## src/rtl/seq_det_prog.sv

```systemverilog
// ----------------------------------------------------------------------------
// seq_det_prog
//   Runtime-programmable serial pattern detector. Watches a qualified serial
//   bit stream and raises a one-cycle registered pulse whenever the most
//   recent len accepted bits equal the programmed pattern (first received bit
//   at pattern[len-1], last at pattern[0]). Overlapping or non-overlapping
//   matching is selectable, and a saturating counter tracks detections.
//
// Ports
//   clock        in   rising-edge clock
//   reset        in   synchronous active-low reset
//   cfg_we       in   load cfg_pattern / cfg_len / cfg_overlap this cycle
//   cfg_pattern  in   pattern, right-aligned (MAX_LEN bits)
//   cfg_len      in   pattern length, legal 1..MAX_LEN
//   cfg_overlap  in   1 = overlapping matches allowed
//   cnt_clr      in   clear det_count
//   in_valid     in   seq_in is valid this cycle
//   seq_in       in   serial data bit
//   det_o        out  one-cycle detection pulse (registered)
//   det_count    out  saturating detection count
//   cfg_err      out  one-cycle pulse when an illegal cfg_len is rejected
// ----------------------------------------------------------------------------
module seq_det_prog #(
    parameter int                 MAX_LEN     = 8,
    parameter int                 LEN_W       = $clog2(MAX_LEN + 1),
    parameter int                 CNT_W       = 8,
    parameter logic [MAX_LEN-1:0] DEF_PATTERN = MAX_LEN'('b1011),
    parameter int                 DEF_LEN     = 4,
    parameter logic               DEF_OVERLAP = 1'b1
) (
    input  logic               clock,
    input  logic               reset,
    input  logic               cfg_we,
    input  logic [MAX_LEN-1:0] cfg_pattern,
    input  logic [LEN_W-1:0]   cfg_len,
    input  logic               cfg_overlap,
    input  logic               cnt_clr,
    input  logic               in_valid,
    input  logic               seq_in,
    output logic               det_o,
    output logic [CNT_W-1:0]   det_count,
    output logic               cfg_err
);

    typedef enum logic {
        ST_FILL  = 1'b0,
        ST_ARMED = 1'b1
    } state_t;

    localparam logic [LEN_W-1:0] LEN_MAX = LEN_W'(MAX_LEN);
    localparam logic [CNT_W-1:0] CNT_MAX = {CNT_W{1'b1}};

    // Saturating increment of the fill level, capped at MAX_LEN.
    function automatic logic [LEN_W-1:0] fill_sat_inc(input logic [LEN_W-1:0] v);
        if (v >= LEN_MAX) begin
            return LEN_MAX;
        end
        return v + LEN_W'(1);
    endfunction

    // Saturating increment of the detection counter.
    function automatic logic [CNT_W-1:0] cnt_sat_inc(input logic [CNT_W-1:0] v);
        if (v == CNT_MAX) begin
            return CNT_MAX;
        end
        return v + CNT_W'(1);
    endfunction

    // Registered state
    logic [MAX_LEN-1:0] r_pattern;
    logic [LEN_W-1:0]   r_len;
    logic               r_overlap;
    logic [MAX_LEN-1:0] r_hist;
    logic [LEN_W-1:0]   r_fill;
    state_t             r_state;
    logic               r_det;
    logic [CNT_W-1:0]   r_count;
    logic               r_err;

    // Next-state values
    logic [MAX_LEN-1:0] w_pattern_nxt;
    logic [LEN_W-1:0]   w_len_nxt;
    logic               w_overlap_nxt;
    logic [MAX_LEN-1:0] w_hist_nxt;
    logic [LEN_W-1:0]   w_fill_nxt;
    state_t             w_state_nxt;
    logic               w_det_nxt;
    logic [CNT_W-1:0]   w_count_nxt;
    logic               w_err_nxt;

    // Datapath helpers
    logic               w_accept;
    logic               w_cfg_ok;
    logic [MAX_LEN-1:0] w_hist_shift;
    logic [LEN_W-1:0]   w_fill_inc;
    logic [MAX_LEN-1:0] w_mask;
    logic               w_reach;
    logic               w_eq;
    logic               w_match;

    // A config write always steals the cycle, so a same-cycle bit is dropped.
    assign w_accept     = in_valid & ~cfg_we;
    assign w_cfg_ok     = (cfg_len != '0) && (cfg_len <= LEN_MAX);
    assign w_hist_shift = {r_hist[MAX_LEN-2:0], seq_in};
    assign w_fill_inc   = fill_sat_inc(r_fill);

    // Only the low len bits of history and pattern take part in the compare.
    always_comb begin
        w_mask = '0;
        for (int i = 0; i < MAX_LEN; i++) begin
            if (LEN_W'(i) < r_len) begin
                w_mask[i] = 1'b1;
            end
        end
    end

    assign w_reach = (w_fill_inc >= r_len);
    assign w_eq    = (((w_hist_shift ^ r_pattern) & w_mask) == '0);
    // ARMED already implies enough history; in FILL the incoming bit may
    // complete the window, which is what w_reach covers.
    assign w_match = w_accept && ((r_state == ST_ARMED) || w_reach) && w_eq;

    // Next-state / output logic
    always_comb begin
        w_pattern_nxt = r_pattern;
        w_len_nxt     = r_len;
        w_overlap_nxt = r_overlap;
        w_hist_nxt    = r_hist;
        w_fill_nxt    = r_fill;
        w_state_nxt   = r_state;
        w_det_nxt     = 1'b0;
        w_err_nxt     = 1'b0;
        w_count_nxt   = r_count;

        if (cfg_we) begin
            if (w_cfg_ok) begin
                w_pattern_nxt = cfg_pattern;
                w_len_nxt     = cfg_len;
                w_overlap_nxt = cfg_overlap;
                w_hist_nxt    = '0;
                w_fill_nxt    = '0;
                w_state_nxt   = ST_FILL;
            end else begin
                w_err_nxt = 1'b1;
            end
        end else if (in_valid) begin
            w_hist_nxt = w_hist_shift;
            w_fill_nxt = w_fill_inc;
            case (r_state)
                ST_FILL:  w_state_nxt = w_reach ? ST_ARMED : ST_FILL;
                ST_ARMED: w_state_nxt = ST_ARMED;
                default:  w_state_nxt = ST_FILL;
            endcase
            if (w_match) begin
                w_det_nxt = 1'b1;
                // Non-overlap: the next match must be built from fresh bits.
                if (!r_overlap) begin
                    w_fill_nxt  = '0;
                    w_state_nxt = ST_FILL;
                end
            end
        end else begin
            case (r_state)
                ST_FILL, ST_ARMED: w_state_nxt = r_state;
                default:           w_state_nxt = ST_FILL;
            endcase
        end

        // A clear coincident with a match still records that match.
        if (cnt_clr) begin
            w_count_nxt = w_match ? CNT_W'(1) : '0;
        end else if (w_match) begin
            w_count_nxt = cnt_sat_inc(r_count);
        end
    end

    always_ff @(posedge clock) begin
        if (!reset) begin
            r_pattern <= DEF_PATTERN;
            r_len     <= LEN_W'(DEF_LEN);
            r_overlap <= DEF_OVERLAP;
            r_hist    <= '0;
            r_fill    <= '0;
            r_state   <= ST_FILL;
            r_det     <= 1'b0;
            r_count   <= '0;
            r_err     <= 1'b0;
        end else begin
            r_pattern <= w_pattern_nxt;
            r_len     <= w_len_nxt;
            r_overlap <= w_overlap_nxt;
            r_hist    <= w_hist_nxt;
            r_fill    <= w_fill_nxt;
            r_state   <= w_state_nxt;
            r_det     <= w_det_nxt;
            r_count   <= w_count_nxt;
            r_err     <= w_err_nxt;
        end
    end

    assign det_o     = r_det;
    assign det_count = r_count;
    assign cfg_err   = r_err;

endmodule

```

## config.mk

```make
export PLATFORM = sky130hd
export DESIGN_NAME = seq_det_prog
export DESIGN_NICKNAME = d
export VERILOG_FILES = /design/src/rtl/seq_det_prog.sv
export SDC_FILE = /design/constraint.sdc
export NUM_CORES = 1
export LEC_CHECK = 0
export ABC_CLOCK_PERIOD_IN_PS = 2700
export CORE_ASPECT_RATIO = 0.7
export CORE_UTILIZATION = 25
export DETAILED_ROUTE_END_ITERATION = 8
export DONT_BUFFER_PORTS = 1
export SLEW_MARGIN = 5
export SYNTH_ARGS = -nofsm -noshare
export SYNTH_HDL_FRONTEND = slang
export SYNTH_SLANG_ARGS = --single-unit
```

## constraint.sdc

```tcl
create_clock -name clock -period 2.7 [get_ports clock]
set_clock_uncertainty 0.15 [all_clocks]
set_input_delay 0.54 -clock clock [delete_from_list [all_inputs] [get_ports clock]]
set_output_delay 0.54 -clock clock [all_outputs]
set_load 0.03 [all_outputs]
```

=== Word level (Yosys, flattened, before mapping) ===
Cells that the tools add are included.

* Logic and storage cells: 79
* Output and inout port bits: 10
* Flip-flop bits (word level): 35

* Bitwise operators: 7
* Reduce and logical (&&, ||, !) cells: 12
* Multiplexer cells: 36
* Add/subtract/negate cells: 2
* Magnitude comparators: 11
* Eq/ne operators: 2

{| class="wikitable"
|+ Operators with widths
! operator !! number
|-
| 8-bit two-way mux || 4
|-
| 4-bit two-way mux || 7
|-
| 1-bit two-way mux || 21
|-
| 7-bit two-way mux || 3
|-
| 3-bit by 4-bit < comparator with 1-bit output, first input constant || 4
|-
| 8-bit by 1-bit adder with 8-bit output, second input constant || 1
|-
| 8-bit AND || 1
|-
| 8-bit equality test, second input constant || 1
|-
| 8-bit logical NOT || 1
|-
| 1-bit by 4-bit < comparator with 1-bit output, first input constant || 2
|-
| 2-bit by 4-bit < comparator with 1-bit output, first input constant || 2
|-
| 8-bit XOR || 1
|-
| 2-bit AND reduction || 3
|-
| 4-bit by 1-bit adder with 4-bit output, second input constant || 1
|-
| 4-bit >= comparator || 1
|-
| 4-bit >= comparator, second input constant || 1
|-
| 4-bit less-or-equal comparator, second input constant || 1
|-
| 1-bit NOT || 4
|-
| 2-bit nonzero test || 2
|-
| 4-bit nonzero test || 1
|-
| 1-bit logical AND || 3
|-
| 3-bit OR reduction || 1
|-
| 2-bit by 1-bit != test with 1-bit output, second input constant || 1
|-
| 1-bit one-hot mux with 2 select lines || 1
|-
| 2 further kinds || 2
|}

=== Longest topological paths before layout ===
Gate-level depths: netlist of the first run.

* Depth after elaboration: 12
* Depth in mapped cells: 10
* Mapped depth without buffers: 9

=== Worst setup path before layout of the first run ===
Ideal clock, no wire load.

* Path kind: register to register
* Start: register r_fill[0]
* End: register r_fill[0]
* Setup slack: 421 ps
* Buffers on the path: 1
* Library setup time: 117 ps
* Cell stages (with the launch flop): 11
* Period minus slack after synthesis: 2,279 ps
* Arrival time: 2,012 ps
* Cells stage by stage: dfxtp_1 > inv_1 > ha_1 > nor2b_1 > ha_1 > o211ai_1 > o21ai_0 > o2111a_1 > buf_4 > nand3_4 > a32o_1

* Word-level cells in the longest chain between the ends: 10

{| class="wikitable"
|+ RTL lines
! item !! RTL line !! text
|-
| from (decl) || 74 || <nowiki>logic [LEN_W-1:0] r_fill;</nowiki>
|-
| from (signal assigned) || 193 || <nowiki>r_fill <= w_fill_nxt;</nowiki>
|-
| 4-bit >= comparator || 55 || <nowiki>if (v >= LEN_MAX) begin</nowiki>
|-
| 1-bit two-way mux || 55 ||
|-
| 4-bit two-way mux * || 58 || <nowiki>return v + LEN_W'(1);</nowiki>
|-
| 4-bit >= comparator || 117 || <nowiki>assign w_reach = (w_fill_inc >= r_len);</nowiki>
|-
| 1-bit logical OR || 121 || <nowiki>assign w_match = w_accept && ((r_state == ST_ARMED) || w_reach) && w_eq;</nowiki>
|-
| 1-bit logical AND (2 in series) || 121 ||
|-
| 4-bit two-way mux * || 154 || <nowiki>if (w_match) begin</nowiki>
|-
| 4-bit two-way mux * || 146 || <nowiki>end else if (in_valid) begin</nowiki>
|-
| 4-bit two-way mux * || 135 || <nowiki>if (cfg_we) begin</nowiki>
|}

Every way passes the cells marked *; elsewhere a longest branch is shown, timed or not. The select of a mux whose other input is x is not followed.
A chain may end at the register's enable or synchronous reset.

=== Worst setup path after layout of the first run ===
* Start: register r_fill[0]
* End: register r_count[1] (netlist: det_count[1])

* Word-level cells in the longest chain between the ends: 8

{| class="wikitable"
|+ RTL lines
! item !! RTL line !! text
|-
| 4-bit >= comparator || 55 ||
|-
| 1-bit two-way mux || 55 ||
|-
| 4-bit two-way mux * || 58 ||
|-
| 4-bit >= comparator * || 117 ||
|-
| 1-bit logical OR * || 121 ||
|-
| 1-bit logical AND * (2 in series) || 121 ||
|-
| 2-bit nonzero test (no source line) * || - ||
|-
| to (signal assigned) || 196 || <nowiki>r_count <= w_count_nxt;</nowiki>
|-
| to (decl) || 77 || <nowiki>logic [CNT_W-1:0] r_count;</nowiki>
|}

Every way passes the cells marked *; elsewhere a longest branch is shown, timed or not.

==> summary.txt, run 1 <==
Placement
  – Post-DP HPWL: 2870 um
  – RD Place Congestion: 0.795
  – PortBufs: 0
  – Post-placement cell count: 293

Setup path
  – Worst EP arrival: 2.55 ns
  – CP required: 2.71 ns
  – WS Path Type: reg -> reg
  – R2R setup slack: 0.16 ns
  – Crit path max fanout: 8
  – CP Launch Type: flop
  – Number of cells on the worst reg-to-reg path: 9
  – Critical path capture point type: flop

Yosys
  – Synth unique cells: 43
  – Post-synth net total: 227
  – Mapped Avg Cell Area: 8.79 sq um
  – Top_reg_cell synth: dfxtp_1
  – Fraction of registers with async set/reset: 0
  – Yosys warnings: 0
  – Number of synthesized flops with an enable pin: 0
  – Cell Area, Synth: 0.00177 sq mm
  – Area share of the largest cell type after synthesis: 0.397
  – Register area share after synthesis: 0.397
  – Synth Register Bits: 35
  – Area leader, netlist: dfxtp_1
  – Post-Synthesis Cells: 201
  – Area contributors post-synth: dfxtp_1, nand2_1, a21boi_0

Clocking
  – CTS HTree Levels: 2
  – TritonCTS clock tree: done
  – Root buffer cell: clkbuf_8
  – TritonCTS buffer count: 5
  – Clock sink count: 35
  – Clock Tree Buf Depth: 2
  – Clock transition at path regs: 0.07 ns
  – Clk_lat worst skew: 0.29 ns

Floorplanning
  – Starting Density: 0.260
  – Die W: 102 um
  – Core ar.: 0.00679 sq mm
  – Die H: 72.3 um
  – Core Rows: 25
  – Die area: 0.00741 sq mm
  – # IOs: 29

Route
  – Residual DRC: 0
  – Final Routed Wirelength: 4180 um
  – Routed Antenna Nets: 0
  – Via count: 1449
  – DR WL/cell: 13.8 um
  – DRT iter0 DRCs: 108
  – Initial DRT Pass Iterations: 4
  – Vias per inst: 4.80

Global routing
  – GR Util met2: 0.158
  – GR Layer Usage met3: 0.0530
  – Largest net degree at the start of global routing: 27
  – Met1 Usage GRT: 0.166
  – Most Crowded Layer GR: met1
  – First-pass GRT wire length: 6620 um
  – GRT Total Usage: 0.118
  – Antenna violations before repair: 0
  – GRT overflow: 0
  – Vias in the first global route: 1335

Timing
  – Slew Limit Fails: 0
  – Final hold viol count: 0
  – Fmax: 0.394 GHz
  – Worst Max-Slew Pin Slew: 0.521 ns
  – Final setup vio count: 0
  – RSZ-0062 raised after global routing: false
  – Tcrit/Tclk final: 0.941
  – Slew headroom: 0.652
  – Minimum clock period: 2.54 ns
  – Post-route setup TNS: 0 ns

Final layout
  – Final core occ: 0.294
  – Post-layout nets: 233
  – Area grow syn2layout: 12.8%
  – Commonest non-fill, non-tap cell in the layout: nand2_1
  – Finished Layout Cells: 302
  – Fraction of layout instances using a drive strength above 1: 0.111
  – Ant diodes: 0
  – Commonest non-fill, non-tap cells in the layout: nand2_1, dfxtp_1, nand3_1, a21boi_0, inv_1

Pwr
  – Leakage Power: 0.740 nW
  – Final total power: 1.06 mW
  – Pwr/cell area: 534 mW/mm^2
  – Peak VDD IR: 0.000136 V

Run
  – Max Cap Viol: 0

Min path
  – Hold WC Path Type: in -> reg
  – Hold depth: 1

Outcome
  – Status: completed
[power by group]
group	switching (mW)	leakage, nW	total [mW]	internal (mW)
combinational	0.0546	0.404	0.0949	0.0403
clock	0.189	0.0515	0.422	0.233
sequential	0.0153	0.284	0.547	0.532
total	0.259	0.740	1.06	0.805
[layer usage]
metal / routed length [um] / vias up
li1: - / 731
met1: 2150 / 680
met2: 1740 / 34
met3: 239 / 4
met4: 46 / 0
met5: 0 / -
[cell usage after synthesis (all sizes together), types with 6 or more instances]
master  instances
dfxtp          35
inv             8
ha              7
and3            8
nand3          15
nor2            6
a21boi         14
nand2          36
xnor2           6
and2            6
[state kept, by name, indices dropped and copies added (netlist names)]
| signal | flops |
|---|---|
| det_count | 8 |
| r_pattern | 8 |
| r_hist | 7 |
| r_fill | 4 |
| r_len | 4 |
| cfg_err | 1 |
| det_o | 1 |
| r_overlap | 1 |
| r_state | 1 |
[layout make-up]
cell class                 instances  area, sq um
sequential                        35          701
timing repair buffer               7         52.6
tap                               94          118
fill                             735         4790
multi-input combinational        150          992
inverter                           8         30.0
clock buffer                       8          100
[repair_timing]
item | CTS | global route
resized for setup | 0 | 2
hold buffers | 0 | 0
setup buffers | 0 | 0
endpoints found under the setup margin | 0 | 13
[logic make-up after synthesis]
family	synth area share
XOR/XNOR	0.0496
flip-flops	0.397
AND/OR/NAND/NOR	0.244
buffers and inverters	0.0489
adder cells (fa/ha/maj)	0.0496
AO/OA/AOI/OAI	0.212
[stage by stage]
step	hold slack, ns	setup slack [ns]	instance area [sq um]
global route	0.159	0.0283	1990
detailed placement	0.316	0.112	1880
floorplan	0.293	0.421	1770
finish	0.173	0.160	1990
global placement	0.309	0.155	1880
CTS	0.163	0.00724	1980
[final timing paths]
check,from,endpoint
worst max-delay path,r_fill[0],det_count[1]
worst min-delay path,reset,r_pattern[0]
worst min register to register,r_pattern[0],r_pattern[0]
worst max register to register,r_fill[0],det_count[1]
[critical path, stage by stage, from the launching register on]
cell and delay (ns):
dfxtp_1 0.39, inv_1 0.06, ha_1 0.27, nor2b_1 0.14, ha_1 0.28, o211ai_1 0.09
o21ai_1 0.27, o2111a_2 0.36, and2_2 0.27, a311oi_1 0.12
Note: power is estimated with default switching activity, not from simulation.
==> inputs of run 2 (changes only) <==
Settings changed: ABC_CLOCK_PERIOD_IN_PS 2700 to 2300.
Clock period 2.7 ns to 2.3 ns, I/O delays scaled along.
==> run 2 against run 1 <==
  * The run now ends with setup timing left
  * Combinational power increased by 55%
  * Die area did not move
  * Critical path type unchanged
  * Register-to-register slack got worse by 0.29 ns
  * Utilization increased by 3.7 points
  * Power grew 21%
  * Via count rose by 4.0%
  * Count of clock-buffer cells in the layout unchanged
  * Sequential power is 17% higher
  * Sequential share of layout area decreased by 3.6 points
==> summary.txt, run 2 (synthesis results as in run 1) <==
Timing
  – Slew headroom: 0.768
  – Slew Limit Fails: 0
  – Final hold viol count: 0
  – Worst Max-Slew Pin Slew: 0.345 ns
  – Minimum clock period: 2.43 ns
  – Post-route setup TNS: -1.43 ns
  – Tcrit/Tclk final: 1.06
  – Final WS setup: -0.127 ns
  – Final setup vio count: 13
  – Fmax: 0.412 GHz
  – RSZ-0062 raised after global routing: true

Route
  – Highest routed metal layer: met4
  – Vias per inst: 4.72
  – Residual DRC: 0
  – Met3 Wirelength: 275 um
  – Initial DRT Pass Iterations: 4
  – Via count: 1507
  – Routed Antenna Nets: 0
  – DR WL/cell: 14.3 um
  – Final Routed Wirelength: 4580 um
  – WL met2: 1950 um
  – DRT iter0 DRCs: 122
  – M1 WL: 2270 um

Outcome
  – Status: finished, violations left
  – Failing checks: setup timing

Clocking
  – TritonCTS buffer count: 5
  – Root buffer cell: clkbuf_8
  – TritonCTS clock tree: done
  – Clock Tree Buf Depth: 2
  – CTS HTree Levels: 2
  – Clock transition at path regs: 0.07 ns
  – Clock sink count: 35
  – Clk_lat worst skew: 0.29 ns

Final layout
  – Commonest non-fill, non-tap cell in the layout: nand2_1
  – Fraction of layout instances using a drive strength above 1: 0.249
  – Finished Layout Cells: 319
  – Post-layout nets: 250
  – Post-route cell area: 0.00224 sq mm
  – Area grow syn2layout: 27.1%
  – Ant diodes: 0
  – Commonest non-fill, non-tap cells in the layout: nand2_1, dfxtp_1, buf_4

Pwr
  – Final total power: 1.29 mW
  – Peak VDD IR: 0.000185 V
  – Pwr/cell area: 574 mW/mm^2
  – Leakage Power: 0.851 nW

Min path
  – Hold WC Path Type: in -> reg

Placement
  – Post-DP HPWL: 3030 um
  – RD Place Congestion: 0.788
  – Placed Area: 0.00199 sq mm
  – Place WS: -0.193 ns
  – Post-placement cell count: 306
  – PortBufs: 0

Setup path
  – Reg2reg end: det_count[0]
  – CP required: 2.34 ns
  – Crit path max fanout: 8
  – Worst EP arrival: 2.46 ns
  – Worst setup path end: det_count[0]
  – Worst setup startpoint: r_fill[0]
  – Critical path capture point type: flop
  – Critical R2R Launch: r_fill[0]
  – WS Path Type: reg -> reg
  – CP Launch Type: flop
  – Number of cells on the worst reg-to-reg path: 11
  – R2R setup slack: -0.13 ns

Run
  – Max Cap Viol: 0

Floorplanning
  – Die H: 72.3 um
  – Core Rows: 25
  – Starting Density: 0.260
  – # IOs: 29
  – Die area: 0.00741 sq mm
  – Core ar.: 0.00679 sq mm
  – Die W: 102 um

Global routing
  – Vias in the first global route: 1491
  – Largest net degree at the start of global routing: 27
  – Antenna violations before repair: 0
  – First-pass GRT wire length: 7470 um
  – GRT overflow: 0
  – GRT Total Usage: 0.132
-- run 2: cell types whose count changed in the layout (fill, tap and decap cells not counted), moves of 2 or more --
| cell | change |
|---|---|
| a211oi_1 | -2 |
| a211oi_2 | +2 |
| buf_4 | +16 |
| dfxtp_1 | -2 |
| dfxtp_4 | +2 |
| ha_1 | -4 |
| ha_4 | +4 |
| inv_1 | -2 |
| inv_2 | +2 |
-- run 2: final cells by class --
type / instances / area (sq um)
Clock buffer: 8 / 100
Sequential cell: 35 / 708
Fill cell: 713 / 4540
Inverter: 8 / 30.0
Multi-Input combinational cell: 149 / 1070
Timing Repair Buffer: 25 / 220
Tap cell: 94 / 118
-- run 2: what timing repair did --
| action | in CTS | in global routing |
|---|---|---|
| pin swaps | 2 | 10 |
| setup endpoints to repair | 13 | 14 |
| setup buffers | 3 | 1 |
| resized for setup | 15 | 8 |
| hold buffers | 0 | 0 |
| cloned | 1 | 0 |
-- run 2: worst min-delay path by stage --
| stage | slack, ns | end | start | cells past startpoint |
|---|---|---|---|---|
| CTS | 0.09 | r_pattern[1] | reset | 1 |
| detailed placement | 0.32 | r_state | r_state | 1 |
| floorplan | 0.29 | r_state | r_state | 1 |
| finish | 0.09 | r_pattern[0] | reset | 1 |
| global route | 0.08 | r_pattern[1] | reset | 1 |
| global placement | 0.30 | r_state | r_state | 1 |
-- run 2: report_power, final --
part	total [mW]	switching (mW)	internal, mW
Clock	0.501	0.228	0.274
Combinational	0.147	0.0756	0.0715
Sequential	0.640	0.0169	0.623
-- run 2: metal layers --
layer  track usage  vias up
li1              -      765
met1         0.182      702
met2         0.186       33
met3        0.0424        7
met4        0.0619        0
met5             0        -
-- run 2: through the flow --
| stage | hold WS, ns | util |
|---|---|---|
| 6_report | 0.0910 | 0.331 |
| 5_1_grt | 0.0783 | 0.331 |
| 4_1_cts | 0.0857 | 0.324 |
| 3_5_place_dp | 0.319 | 0.293 |
| 3_3_place_gp | 0.305 | 0.293 |
| 2_1_floorplan | 0.293 | - |
-- run 2: worst max-delay path, stage by stage, from the launching register on --
cell,delay (ns)
dfxtp_4,0.37
buf_4,0.13
buf_4,0.12
nor2_1,0.12
inv_1,0.07
ha_1,0.29
nor3b_2,0.23
o21ai_2,0.10
o2111a_2,0.21
buf_12,0.15
and2_4,0.17
o211a_1,0.22
==> inputs of run 3 (changes only) <==
Settings changed: MAX_ROUTING_LAYER set to met4.
==> run 3 against run 2 <==
  * Highest routed layer unchanged
  * Die area unchanged
  * Final cell count unchanged
  * First-iteration DRC count up 3.3%
  * The flow still finishes with violations (setup timing)
  * Count of clock-buffer cells in the layout unchanged
  * Design area unchanged
  * Clock power up 0.8%
  * Routed wire length up 0.52%
  * Largest power group unchanged
  * Power up 0.27%
  * Sequential power about the same
  * Setup slack worse by 0.0048 ns
  * Global-route usage up 0.44 points
==> summary.txt, run 3 (synthesis results as in run 1) <==
Final layout
  – Post-layout nets: 250
  – Area grow syn2layout: 27.1%
  – Finished Layout Cells: 319
  – Final core occ: 0.331
  – Post-route cell area: 0.00224 sq mm
  – Commonest non-fill, non-tap cells in the layout: nand2_1, dfxtp_1, buf_4
  – Fraction of layout instances using a drive strength above 1: 0.249
  – Ant diodes: 0
  – Commonest non-fill, non-tap cell in the layout: nand2_1

Setup path
  – CP required: 2.34 ns
  – Reg2reg end: det_count[0]
  – Critical R2R Launch: r_fill[0]
  – R2R setup slack: -0.13 ns
  – Crit path max fanout: 8
  – Most used cell along the critical path: buf_4
  – Worst path max stage delay: 0.37 ns
  – Worst setup startpoint: r_fill[0]
  – Worst EP arrival: 2.47 ns
  – Critical-path cell list: buf_4 > buf_4 > nor2_1 > inv_1 > ha_1 > nor3b_2 > o21ai_2 > o2111a_2 > buf_12 > and2_4 > o211a_1
  – WS Path Type: reg -> reg
  – Critical path capture point type: flop
  – Worst setup path end: det_count[0]
  – Number of cells on the worst reg-to-reg path: 11
  – CP Launch Type: flop
  – Critical-path top delay cell: dfxtp_4

Floorplanning
  – Core ar.: 0.00679 sq mm
  – Starting Density: 0.260
  – Core Rows: 25
  – Die W: 102 um
  – Die H: 72.3 um
  – Die area: 0.00741 sq mm
  – # IOs: 29

Timing
  – Slew Limit Fails: 0
  – Final hold viol count: 0
  – Final setup vio count: 13
  – Fmax: 0.411 GHz
  – Final WS setup: -0.131 ns
  – RSZ-0062 raised after global routing: true
  – Slew headroom: 0.770
  – Fin Hold WS: 0.0900 ns
  – Worst Max-Slew Pin Slew: 0.343 ns
  – Minimum clock period: 2.43 ns
  – Tcrit/Tclk final: 1.06

Placement
  – Post-DP HPWL: 3030 um
  – Place WS: -0.193 ns
  – PortBufs: 0
  – Placed Area: 0.00199 sq mm
  – RD Place Congestion: 0.799
  – Post-placement cell count: 306

Pwr
  – Clock network power share: 0.391
  – Sw Ratio: 0.251
  – P_int: 968 uW
  – Leakage Power: 0.851 nW
  – Pwr/cell area: 576 mW/mm^2
  – Peak VDD IR: 0.000185 V
  – Logic pwr share: 0.114
  – Sequential power share: 0.495
  – P_sw: 324 uW

Min path
  – Hold depth: 1
  – Hold WC Path Type: in -> reg

Route
  – Final Routed Wirelength: 4600 um
  – DRT iter0 DRCs: 126
  – DR WL/cell: 14.4 um
  – Residual DRC: 0
  – Initial DRT Pass Iterations: 4
  – Via count: 1522
  – Vias per inst: 4.77
  – Routed Antenna Nets: 0

Clocking
  – Clock transition at path regs: 0.07 ns
  – Clk_lat worst skew: 0.29 ns
  – Root buffer cell: clkbuf_8
  – Clock sink count: 35
  – CTS HTree Levels: 2
  – Clock Tree Buf Depth: 2
  – TritonCTS buffer count: 5
  – TritonCTS clock tree: done
  – Number of buffers inserted by hold repair at cts: 0

Global routing
  – GRT Total Usage: 0.137
  – GRT overflow: 0
  – Antenna violations before repair: 0
  – Vias in the first global route: 1485
  – Largest net degree at the start of global routing: 27
  – First-pass GRT wire length: 7490 um

Outcome
  – Failing checks: setup timing
  – Status: finished, violations left

Run
  – Max Cap Viol: 0
run 3: power groups by stage:
stage / logic, mW / registers, mW / clock network (mW)
after floorplan: 0.0880 / 0.652 / 0
after global placement: 0.118 / 0.653 / 0
after detailed placement: 0.120 / 0.654 / 0
after CTS: 0.139 / 0.641 / 0.507
after global routing: 0.162 / 0.643 / 0.542
final: 0.147 / 0.640 / 0.505
run 3: per-layer routing:
metal	routed length, um	vias up	GRT usage
met2	1970	32	0.186
li1	-	765	-
met5	0	-	-
met3	268	7	0.0424
met4	82	0	0.0619
met1	2280	718	0.183
run 3: critical path: cells and delay by family (launching register included):
family / cells / cell delay (ns)
AO/OA/AOI/OAI: 3 / 0.53
adder cells (fa/ha/maj): 1 / 0.29
buffers and inverters: 4 / 0.47
flip-flops: 1 / 0.37
AND/OR/NAND/NOR: 3 / 0.53
run 3: final cells by class:
cell class / count / area, sq um
Multi-Input combinational cell: 149 / 1070
Clock buffer: 8 / 100
Sequential cell: 35 / 708
Timing Repair Buffer: 25 / 220
Tap cell: 94 / 118
Fill cell: 713 / 4540
Inverter: 8 / 30.0
run 3: repair_timing:
| item | CTS | global route |
|---|---|---|
| pin swaps | 2 | 10 |
| gates resized for setup | 15 | 8 |
| setup buffers | 3 | 1 |
| setup endpoints to repair | 13 | 14 |
| cloned | 1 | 0 |
run 3: worst min path at each step:
stage	startpoint	endpoint	slack (ns)
finish	reset	r_pattern[1]	0.09
global route	reset	r_pattern[1]	0.08
CTS	reset	r_pattern[1]	0.09
detailed placement	r_state	r_state	0.32
global placement	r_state	r_state	0.30
floorplan	r_state	r_state	0.29
run 3: through the flow:
step	setup TNS (ns)	power (mW)
5_1_grt	-3.08	1.35
3_5_place_dp	-2.15	0.774
6_report	-1.41	1.29
4_1_cts	-0.329	1.29
3_3_place_gp	-1.48	0.771
2_1_floorplan	0	0.740
